--- config.mk ---
export PLATFORM = sky130hd
export DESIGN_NAME = div_seq
export DESIGN_NICKNAME = d
export VERILOG_FILES = /design/src/rtl/div_seq_pkg.sv /design/src/rtl/div_seq_step.sv /design/src/rtl/div_seq.sv
export SDC_FILE = /design/constraint.sdc
export NUM_CORES = 1
export LEC_CHECK = 0
export ABC_AREA = 1
export BUFFER_PORTS_ARGS = -buffer_cell sky130_fd_sc_hd__clkbuf_2
export CORE_ASPECT_RATIO = 2
export CORE_MARGIN = 5
export CORE_UTILIZATION = 45
export DETAILED_ROUTE_END_ITERATION = 12
export GPL_ROUTABILITY_DRIVEN = 0
export GPL_TIMING_DRIVEN = 0
export HOLD_SLACK_MARGIN = 0.12
export PLACE_DENSITY = 0.61
export SYNTH_ARGS = -nofsm -noshare
export SYNTH_HDL_FRONTEND = slang
export SYNTH_SLANG_ARGS = --single-unit
--- constraint.sdc ---
create_clock -name clk -period 6.3 [get_ports clk]
set_clock_uncertainty 0.05 [all_clocks]
set_input_delay 0.315 -clock clk [delete_from_list [all_inputs] [get_ports clk]]
set_output_delay 0.315 -clock clk [all_outputs]
set_load 0.005 [all_outputs]
--- src/rtl/div_seq_pkg.sv ---
// Shared types and constants for the iterative divider: state encoding,
// div_op codes and small sign helpers.
package div_seq_pkg;

    localparam int XLEN = 32;

    typedef enum logic [2:0] {
        S_IDLE  = 3'd0,
        S_PREP  = 3'd1,
        S_ITER  = 3'd2,
        S_FIXUP = 3'd3,
        S_DONE  = 3'd4
    } state_t;

    localparam logic [1:0] OP_DIV  = 2'b00;
    localparam logic [1:0] OP_DIVU = 2'b01;
    localparam logic [1:0] OP_REM  = 2'b10;
    localparam logic [1:0] OP_REMU = 2'b11;

    localparam logic [XLEN-1:0] INT_MIN = {1'b1, {(XLEN-1){1'b0}}};

    // Bit 0 of div_op distinguishes unsigned (1) from signed (0).
    function automatic logic is_signed_op(input logic [1:0] op);
        return ~op[0];
    endfunction

    function automatic logic [XLEN-1:0] abs_val(input logic [XLEN-1:0] v, input logic sgn);
        return (sgn && v[XLEN-1]) ? -v : v;
    endfunction

endpackage

--- src/rtl/div_seq_step.sv ---
// One restoring radix-2 division step: shift {rem, quo} left, trial-subtract
// the divisor and keep the difference when it is non-negative.
module div_step import div_seq_pkg::*; (
    input  logic [XLEN-1:0] rem,
    input  logic [XLEN-1:0] quo,
    input  logic [XLEN-1:0] divisor,
    output logic [XLEN-1:0] rem_next,
    output logic [XLEN-1:0] quo_next
);

    logic [XLEN:0] shifted;
    logic [XLEN:0] diff;

    // The extra top bit makes the sign of the trial difference visible.
    always_comb begin
        shifted = {rem, quo[XLEN-1]};
        diff    = shifted - {1'b0, divisor};
        if (!diff[XLEN]) begin
            rem_next = diff[XLEN-1:0];
            quo_next = {quo[XLEN-2:0], 1'b1};
        end else begin
            rem_next = shifted[XLEN-1:0];
            quo_next = {quo[XLEN-2:0], 1'b0};
        end
    end

endmodule

--- src/rtl/div_seq.sv ---
// Multi-cycle DIV/DIVU/REM/REMU sequencer: stalls the pipeline via busy while
// iterating, then returns result and rd_addr_out with a one-cycle done pulse.
module div_seq import div_seq_pkg::*; (
    input  logic            clk,
    input  logic            rst,
    input  logic            start,
    input  logic [1:0]      div_op,
    input  logic [XLEN-1:0] dividend,
    input  logic [XLEN-1:0] divisor,
    input  logic [4:0]      rd_addr_in,
    input  logic            flush,
    output logic            busy,
    output logic            done,
    output logic [XLEN-1:0] result,
    output logic [4:0]      rd_addr_out
);

    state_t          state;
    logic [1:0]      op_q;
    logic [XLEN-1:0] a_q;
    logic [XLEN-1:0] b_q;
    logic [XLEN-1:0] rem_q;
    logic [XLEN-1:0] quo_q;
    logic [4:0]      rd_q;
    logic [5:0]      cnt;
    logic            q_neg;
    logic            r_neg;

    logic [XLEN-1:0] rem_next;
    logic [XLEN-1:0] quo_next;
    logic [XLEN-1:0] fast_result;
    logic            accept;
    logic            div_zero;
    logic            overflow;

    div_step u_step (
        .rem      (rem_q),
        .quo      (quo_q),
        .divisor  (b_q),
        .rem_next (rem_next),
        .quo_next (quo_next)
    );

    assign accept   = start && !flush && (state == S_IDLE || state == S_DONE);
    assign div_zero = (divisor == '0);
    assign overflow = is_signed_op(div_op) && (dividend == INT_MIN) && (divisor == '1);
    assign busy     = (state == S_PREP) || (state == S_ITER) || (state == S_FIXUP);

    // Divide-by-zero and signed overflow have fixed answers and skip iteration.
    always_comb begin
        fast_result = '0;
        if (div_zero)
            fast_result = div_op[1] ? dividend : '1;
        else
            fast_result = div_op[1] ? '0 : INT_MIN;
    end

    always_ff @(posedge clk or posedge rst) begin
        if (rst) begin
            state       <= S_IDLE;
            op_q        <= '0;
            a_q         <= '0;
            b_q         <= '0;
            rem_q       <= '0;
            quo_q       <= '0;
            rd_q        <= '0;
            cnt         <= '0;
            q_neg       <= 1'b0;
            r_neg       <= 1'b0;
            done        <= 1'b0;
            result      <= '0;
            rd_addr_out <= '0;
        end else begin
            done <= 1'b0;
            if (flush) begin
                state <= S_IDLE;
            end else begin
                case (state)
                    S_IDLE, S_DONE: begin
                        if (accept) begin
                            op_q <= div_op;
                            a_q  <= dividend;
                            b_q  <= divisor;
                            rd_q <= rd_addr_in;
                            if (div_zero || overflow) begin
                                result      <= fast_result;
                                rd_addr_out <= rd_addr_in;
                                done        <= 1'b1;
                                state       <= S_DONE;
                            end else begin
                                state <= S_PREP;
                            end
                        end else begin
                            state <= S_IDLE;
                        end
                    end
                    S_PREP: begin
                        quo_q <= abs_val(a_q, is_signed_op(op_q));
                        b_q   <= abs_val(b_q, is_signed_op(op_q));
                        rem_q <= '0;
                        cnt   <= '0;
                        q_neg <= is_signed_op(op_q) && (a_q[XLEN-1] ^ b_q[XLEN-1]);
                        r_neg <= is_signed_op(op_q) && a_q[XLEN-1];
                        state <= S_ITER;
                    end
                    S_ITER: begin
                        rem_q <= rem_next;
                        quo_q <= quo_next;
                        cnt   <= cnt + 6'd1;
                        if (cnt == 6'd31)
                            state <= S_FIXUP;
                    end
                    S_FIXUP: begin
                        if (op_q[1])
                            result <= r_neg ? -rem_q : rem_q;
                        else
                            result <= q_neg ? -quo_q : quo_q;
                        rd_addr_out <= rd_q;
                        done        <= 1'b1;
                        state       <= S_DONE;
                    end
                    default: state <= S_IDLE;
                endcase
            end
        end
    end

endmodule
======== Word level (Yosys, flattened, before mapping) ========
Index checks and enable logic that the tools add are counted.
storage, ports and cells
  bits in registers ....................... 184
  bits of input ports ..................... 75
cells by class
  equality and inequality tests ........... 11
  reduce and logical (&&, ||, !) cells .... 23
  bitwise gates (word level) .............. 4
  add/subtract/negate cells ............... 6
  multiplexer cells ....................... 30
operators by type and width
  operator                count
  $mux W32                12
  $pmux W32 S2            4
  $neg A32 Y32            4
  $eq A32 B32 Y1 const B  2
  $sub A33 B32 Y33        1
  $logic_not A32 Y1       1
  $mux W3                 4
  $pmux W3 S4             1
  $pmux W6 S2             1
  $mux W5                 2
  $pmux W5 S2             1
  $reduce_and A4 Y1       2
  $logic_and A1 B1 Y1     7
  $add A6 B1 Y6 const B   1
  $eq A3 B2 Y1 const B    2
  $eq A6 B5 Y1 const B    1
  $reduce_bool A2 Y1      3
  $logic_or A1 B1 Y1      4
  $mux W1                 4
  $ne A2 B2 Y1 const B    2
  $reduce_and A2 Y1       2
  $eq A3 B1 Y1 const B    1
  $eq A3 B3 Y1 const B    1
  $logic_not A3 Y1        1
  8 further kinds         10

======== Longest topological paths before layout ========
Gate-level depths: netlist (run 1).
  depth after elaboration ................. 8
  depth in mapped cells ................... 18

======== Hierarchy ========
From an unflattened synthesis (run 1), not the netlist that was laid out.
unflattened totals
  cells, all modules ...................... 2574
  area total of the unflattened synthesis .. 15521.1 sq um
by module, submodules not included
  module    times used  cells an instance  area an instance (sq um)
  div_seq   1           1862               12037.8
  div_step  1           712                3483.3

======== Worst setup path before layout (run 1) ========
Ideal clock, no wire load.
  path kind ............................... flip-flop to flip-flop
  from .................................... reg quo_q[31]
  to ...................................... reg rem_q[10]
  stages on the path, launching flop included .. 19
  path slack .............................. 3.926 ns
  arrival time ............................ 2.206 ns
  buffers on the path ..................... 1
  setup time .............................. 0.118 ns
  path through ............................ dfrtp_1 inv_1 ha_1 fa_1 inv_1 nand2_1 nand2_1 nand3_1 nand2_1 nand2_1 nand2_1 nand2_1 nand2_1 nand2_4 nand2_2 buf_6 nand2_1 nand3_1 nand2_1
between the ends
  cells in the longest elaborated chain, start to end .. 3
RTL lines
  item                      line                text
  start: declaration        div_seq.sv:23       logic [XLEN-1:0] quo_q;
  start signal: assignment  div_seq.sv:98       quo_q <= abs_val(a_q, is_signed_op(op_q));
  start signal: assignment  div_seq.sv:108      quo_q <= quo_next;
  $sub A33 B32 Y33          div_seq_step.sv:17  diff = shifted - {1'b0, divisor};
  $mux W32                  div_seq_step.sv:18  if (!diff[XLEN]) begin
  $pmux W32 S2              div_seq.sv:78       case (state)
  end signal: assignment    div_seq.sv:107      rem_q <= rem_next;
  end: declaration          div_seq.sv:22       logic [XLEN-1:0] rem_q;
Every way passes these cells.
A chain may end at the register's enable or synchronous reset.

======== Final worst setup path (run 1) ========
  from .................................... reg state[1]
  to ...................................... reg quo_q[27]
between the ends
  cells in the longest elaborated chain, start to end .. 3
RTL lines
  item                                          line           text
  start: declaration                            div_seq.sv:18  state_t state;
  start signal: assignment                      div_seq.sv:60  state <= S_IDLE;
  start signal: assignment                      div_seq.sv:76  state <= S_IDLE;
  start signal: assignment                      div_seq.sv:89  state <= S_DONE;
  $eq A3 B1 Y1 or $eq A3 B2 Y1 (tied branches)  div_seq.sv:78
  $reduce_bool A2 Y1 (no source line)           n/a
  $reduce_and A2 Y1 (no source line)            n/a
Parallel ways exist; a longest one is shown, timed or not.

==> results of run 1 <==
## cell usage after synthesis (6+ instances only)
cell	count
nor2_1	219
inv_2	6
o211ai_1	9
nand3b_1	10
a21oi_1	105
xnor2_1	14
nor3_1	21
nand2_1	796
o21ai_0	179
buf_2	25
inv_1	322
clkbuf_1	45
o22ai_1	9
a22oi_1	17
xor2_1	15
o21ai_1	14
nand4_1	43
nand3_1	304
ha_1	37
dfrtp_1	184
o21bai_1	6
## power by group through the flow
stage               sequential, mW  clock, mW  combinational, mW
floorplan                     1.85          0               2.47
global placement              1.97          0               3.66
detailed placement            1.98          0               3.71
CTS                           1.96       1.12               3.75
global route                  2.01       1.16               4.19
finish                        1.98       1.12               3.86
## metrics by stage
stage / hold WS [ns] / cell area, um2 / utilization [%]
global route: 0.145 / 17100 / 52.4
finish: 0.137 / 17100 / 52.4
detailed placement: 0.365 / 15900 / 48.8
floorplan: 0.337 / 14800 / -
CTS: 0.122 / 17100 / 52.4
global placement: 0.413 / 15900 / 48.7
## path summary, 6_finish.rpt
check / startpoint / end / slack (ns)
setup / recovery: state[1]$_DFFE_PP0P_ / quo_q[27]$_DFFE_PP0P_ / 3.13
hold / removal: dividend[28] / a_q[28]$_DFFE_PP0P_ / 0.14
setup reg to reg: state[1]$_DFFE_PP0P_ / quo_q[27]$_DFFE_PP0P_ / 3.13
hold reg to reg: result[26]$_DFFE_PP0P_ / result[26]$_DFFE_PP0P_ / 0.43
max in group asynchronous: rst / rem_q[14]$_DFFE_PP0P_ / 4.86
min in group asynchronous: rst / a_q[28]$_DFFE_PP0P_ / 0.35
## cell type report
class                           count  area (um2)  share of cell area (%)
Multi-Input combinational cell   1835        8620                    50.3
Sequential cell                   184        4600                    26.9
Clock inverter                     14         154                   0.898
Clock buffer                       18         429                    2.50
Tap cell                          432         541                    3.15
Buffer                             77         335                    1.96
Inverter                          331        1250                    7.29
Timing Repair Buffer              175        1210                    7.05
## critical path, cell delays in order (launching register included)
cell     delay [ns]
dfrtp_1        0.42
inv_1          0.06
nor2_1         0.09
inv_1          0.06
nor2_1         0.29
inv_2          0.16
nor2_2         0.52
nor2_1         0.18
buf_2          0.28
a21oi_1        0.36
o21ai_0        0.42
o21ai_0        0.19
## cell families after synthesis
logic type      after synthesis  share of synthesized area [%]
simple gates               1411                           40.0
buf+inv                     408                           10.7
compound gates              356                           13.2
flops                       184                           31.1
fa+ha+maj                    38                           3.26
xor+xnor                     29                           1.72
mux                           1                         0.0760
## timing repair
item                                    in CTS  in global routing
hold endpoints to repair                   138                  0
endpoints found under the setup margin       0                  0
hold buffers                                62                  0
gates resized for setup                      0                  0
## registers in the layout, summed over array words and instances (netlist names)
register and cells:
a_q 32, b_q 32, quo_q 32, rem_q 32, result 32, cnt 6, rd_addr_out 5, rd_q 5
state 3, op_q 2, done 1, q_neg 1, r_neg 1
## placed cells by master, fill, tap and decap left out, drive strengths merged, types with 6 or more instances in the layout
cell type | Yosys | routed
o21ai | 193 | 193
nand3 | 305 | 305
buf | 32 | 33
clkbuf | 45 | 175
ha | 37 | 37
nand2 | 799 | 799
a22oi | 17 | 17
xor2 | 15 | 15
dfrtp | 184 | 184
nand3b | 10 | 10
xnor2 | 14 | 14
inv | 328 | 337
dlygate4sd3 | 0 | 62
o211ai | 9 | 9
o22ai | 9 | 9
a21oi | 106 | 106
o21bai | 6 | 6
nor2 | 222 | 222
nand4 | 43 | 43
nor3 | 22 | 22
clkinv | 3 | 7
## routing by layer
metal	part of all wire (%)	wire (um)	vias up
met3	5.9	3920	306
li1	-	-	8244
met1	31	20200	7896
met2	51	33700	826
met4	12	8060	0
met5	0	0	-
==> results.toml, run 1 <==
[outcome]
outcome = "finished, final reports clean"

[drt]
first_pass_iters = 8
vias = 17300
antenna_left = 0
routed_wl_mm = 65.9
wl_per_cell_um = 21.5
drt_iter0_markers = 1442
viasPerCell = 5.63
drc_errors = 0

[yosys]
synth_top_area_share_pct = 31.1
synth_area_leaders = "dfrtp_1, nand2_1, nand3_1"
syn_inst = 2427
synth_area_per_cell_um2 = 6.10
synth_edf_count = 0
yosysTopAreaCell = "dfrtp_1"
async_flop_share_pct = 100
synth_warnings = 0
synth_ff_type = "dfrtp_1"
yosysUniqueCellTypes = 43
synth_nets = 2540
synth-seq-area-share_pct = 31.1
ys_ff_latch = 184
syn_area_um2 = 14800

[pwr]
p_leak_nw = 9.24
p_comb_share_pct = 55.5
p_sw_mw = 3.74
power.total_mw = 6.95
p_int_mw = 3.21
clockPowerShare_pct = 16.1
swShare_pct = 53.8
power_density_nw_per_um2 = 406
p_seq_share_pct = 28.4
ir_drop_v = 0.000251

[sta]
worstMarginPinSlew_ns = 1.36
slew_violations = 0
fmax_ghz = 0.316
period_needed_ns = 3.17
setup_tns_ns = 0
setup_violations = 0
period_share_pct = 50.3
slew_headroom_pct = 8.51
rsz0062_at_grt = "no"
setup_ws_ns = 3.13
final-hold-violation-count = 0

[grt]
grt_busiest_layer = "met2"
grt_use_met3_pct = 6.10
grt_max_degree = 108
grt_util_met1_pct = 30.7
overflow = 0
grt_pass1_wl_mm = 95.8
grt.met2_usage_pct = 63.6
grt_usage_pct = 34.5
grt_pass1_vias = 16500
antenna_found_initial = 0

[floorplanning]
pin_count = 114
dieArea_um2 = 36900
die_w_um = 138
start_util_pct = 45.3
die_y_um = 267
coreArea_um2 = 32700
fp-row-count = 94

[critical_path]
critPathMaxFanout = 10
crit_path_start_kind = "flip-flop"
arrival_ns = 3.51
cp.required_ns = 6.65
worstSetupEndpointType = "flip-flop"
ff2ff_path_depth = 11
crit_type = "reg2reg"

[worst_hold_path]
min_path_cells = 3
hold_path_class = "in2reg"

[placed_design]
dpl.cell_count = 2972
dp_slack_ns = 3.17
io_buffers = 112
hpwlAfterDp_mm = 52.5

[final_layout]
area_growth_pct = 15.8
fillerInstances = 3524
fin_nets = 2734
fin_cells = 3066
num_antenna_cells = 0
final_layout_size_suffix_gt1_share_pct = 7.44

[clock_network]
clock_path_buffers = 2
clk-insertion-delay-late_ns = 0.49
h-tree-depth = 4
post_cts_buffers = 0
numCtsBuffers = 17
clock-sinks = 184
cts_tree = "yes"
cts-root-buf = "clkbuf_16"
clkTransAtPathRegs_ns = 0.08

[run]
drv_cap = 0
Power figures use the tool's default switching activity.
==> run 2, diff against run 1 <==
--- a/config.mk
+++ b/config.mk
@@ -14,7 +14,7 @@
 export GPL_ROUTABILITY_DRIVEN = 0
 export GPL_TIMING_DRIVEN = 0
 export HOLD_SLACK_MARGIN = 0.12
-export PLACE_DENSITY = 0.61
+export PLACE_DENSITY = 0.63
 export SYNTH_ARGS = -nofsm -noshare
 export SYNTH_HDL_FRONTEND = slang
 export SYNTH_SLANG_ARGS = --single-unit
==> constraint.sdc (replaced) <==
create_clock -name clk -period 2.9 [get_ports clk]
set_clock_uncertainty 0.05 [all_clocks]
set_input_delay 0.145 -clock clk [delete_from_list [all_inputs] [get_ports clk]]
set_output_delay 0.145 -clock clk [all_outputs]
set_load 0.005 [all_outputs]
==> run 2 against run 1 <==
  * Worst hold slack improved by 0.084 ns
  * Die area is the same
  * Global-route usage up 0.24 points
  * Critical path type unchanged
  * Sequential power up 120%
  * Flip-flop and latch count unchanged
  * Non-clock buffer count rose by 21
  * Critical endpoint is now quo_q[30]$_DFFE_PP0P_
  * Register-to-register slack got worse by 3.0 ns
  * Highest routed layer is now met5
  * Power is 120% higher
  * Maximum frequency increased by 13%
  * Utilization is 1.0 points higher
==> results.toml, run 2 (same netlist as run 1, synthesis figures left out) <==
[outcome]
outcome = "finished, final reports clean"

[sta]
slew_violations = 0
period_needed_ns = 2.81
worstMarginPinSlew_ns = 1.14
setup_violations = 0
fmax_ghz = 0.356
final-hold-violation-count = 0
period_share_pct = 97.0
slew_headroom_pct = 23.1
hold_ws_ns = 0.221

[drt]
routed_wl_mm = 65.7
antenna_left = 0
first_pass_iters = 6
vias = 17200
wl_per_cell_um = 21.3
viasPerCell = 5.58
drt_iter0_markers = 1500
drc_errors = 0

[clock_network]
cts_tree = "yes"
cts-root-buf = "clkbuf_16"
clkTransAtPathRegs_ns = 0.09
clock-sinks = 184
clock_path_buffers = 2
numCtsBuffers = 17
clk-insertion-delay-late_ns = 0.48
h-tree-depth = 4

[final_layout]
num_antenna_cells = 0
fillerInstances = 3438
final_common_cell = "nand2_1"
mostFrequentLayoutCells = "nand2_1, inv_1, nand3_1"
fin_nets = 2755
area_growth_pct = 18.1
seqCellArea_um2 = 4600
final_layout_size_suffix_gt1_share_pct = 8.40
multi_input_area_um2 = 8710

[critical_path]
crit_type = "reg2reg"
crit_path_start_kind = "flip-flop"
crit_top_cell = "o21ai_0"
cp.required_ns = 3.15
r2r_slack_ns = 0.09
ff2ff_path_depth = 8
worstSetupEndpointType = "flip-flop"
rr_startpoint = "a_q[31]$_DFFE_PP0P_"
slowest_stage = "o21ai_0"
crit_chain = "inv_1 -> nor2_1 -> clkbuf_1 -> o21ai_0 -> nand2_1 -> nor2_1 -> o21ai_0 -> o21ai_0"
arrival_ns = 3.07
slowest_delay_ns = 0.59
reg2reg_to = "quo_q[30]$_DFFE_PP0P_"
critPathMaxFanout = 10

[grt]
grt_usage_pct = 34.8
grt_pass1_wl_mm = 97.0
overflow = 0
grt_pass1_vias = 16900
grt_max_degree = 43
antenna_found_initial = 1

[placed_design]
hpwlAfterDp_mm = 52.7
io_buffers = 112

[run]
drv_cap = 0

[floorplanning]
coreArea_um2 = 32700
start_util_pct = 45.3
fp-row-count = 94
dieArea_um2 = 36900
pin_count = 114
die_y_um = 267
die_w_um = 138

[pwr]
ir_drop_v = 0.000491
power_density_nw_per_um2 = 870
p_leak_nw = 9.39
power.total_mw = 15.2

[worst_hold_path]
hold_path_class = "in2async"
run 2: changes by cell type in the layout (fill, tap and decap cells not counted), moves of 2 or more:
cell	change
a21oi_1	-2
buf_4	+6
clkinv_2	+2
nor2_1	-3
nand2_2	+6
nand2_8	+2
buf_12	+5
nand2_1	-7
dlygate4sd3_1	+11
nor2_2	+2
inv_6	-3
run 2: area by class of cell:
type,count,area share (%)
multi-input cells,1835,49.8
clock buffers,17,2.43
flip-flops and latches,184,26.3
repair buffers,196,8.21
inverters,331,7.13
plain buffers,77,1.93
well taps,432,3.09
clock inverters,15,1.06
run 2: what timing repair did:
action,CTS,global route
pin swaps,1,1
buffers inserted,4,2
hold buffers,73,0
resized for setup,9,15
endpoints found under the hold margin,163,0
setup endpoints to repair,33,39
run 2: stage by stage:
step	instance area [um2]	setup slack (ns)	std cells	util, %	setup TNS [ns]
3_3_place_gp	15900	-0.969	2971	48.7	-179.17
2_1_floorplan	14800	0.340	2427	-	0
6_report	17500	0.0881	3087	53.5	0
5_1_grt	17500	-0.00611	3087	53.5	-0.0236
4_1_cts	17400	0.00192	3085	53.3	0
3_5_place_dp	16000	-0.258	2976	49.0	-6.79
run 2: worst max-delay path by stage:
stage                                from                     to  slack [ns]  depth (start not counted)
CTS                 quo_q[31]$_DFFE_PP0P_   rem_q[8]$_DFFE_PP0P_       0.002                         18
global placement                      rst  rem_q[31]$_DFFE_PP0P_       -0.97                          2
floorplan                             rst     a_q[0]$_DFFE_PP0P_        0.34                          1
global route        quo_q[31]$_DFFE_PP0P_   rem_q[9]$_DFFE_PP0P_      -0.006                         18
finish                a_q[31]$_DFFE_PP0P_  quo_q[30]$_DFFE_PP0P_        0.09                          8
detailed placement  quo_q[31]$_DFFE_PP0P_   rem_q[8]$_DFFE_PP0P_       -0.26                         18
run 2: per-layer routing:
layer	track usage (%)	vias to the layer above	share of wire, %
met3	5.34	326	5.2
met4	39.2	2	14
met1	31.2	7878	31
li1	-	8269	-
met5	0	-	0.023
met2	61.9	743	50
run 2: report_power, final:
group	switching [mW]	total, mW	internal [mW]
Sequential	0.862	4.29	3.43
Clock	1.26	2.50	1.24
Combinational	5.98	8.43	2.45
Total	8.10	15.2	7.12
run 2: critical path, delay by kind of cell, from the launching register on:
family | cells | cell delay [ns]
and+or+nand+nor | 3 | 0.61
DFF | 1 | 0.39
buffers and inverters | 2 | 0.60
AOI/OAI and AO/OA | 3 | 0.99
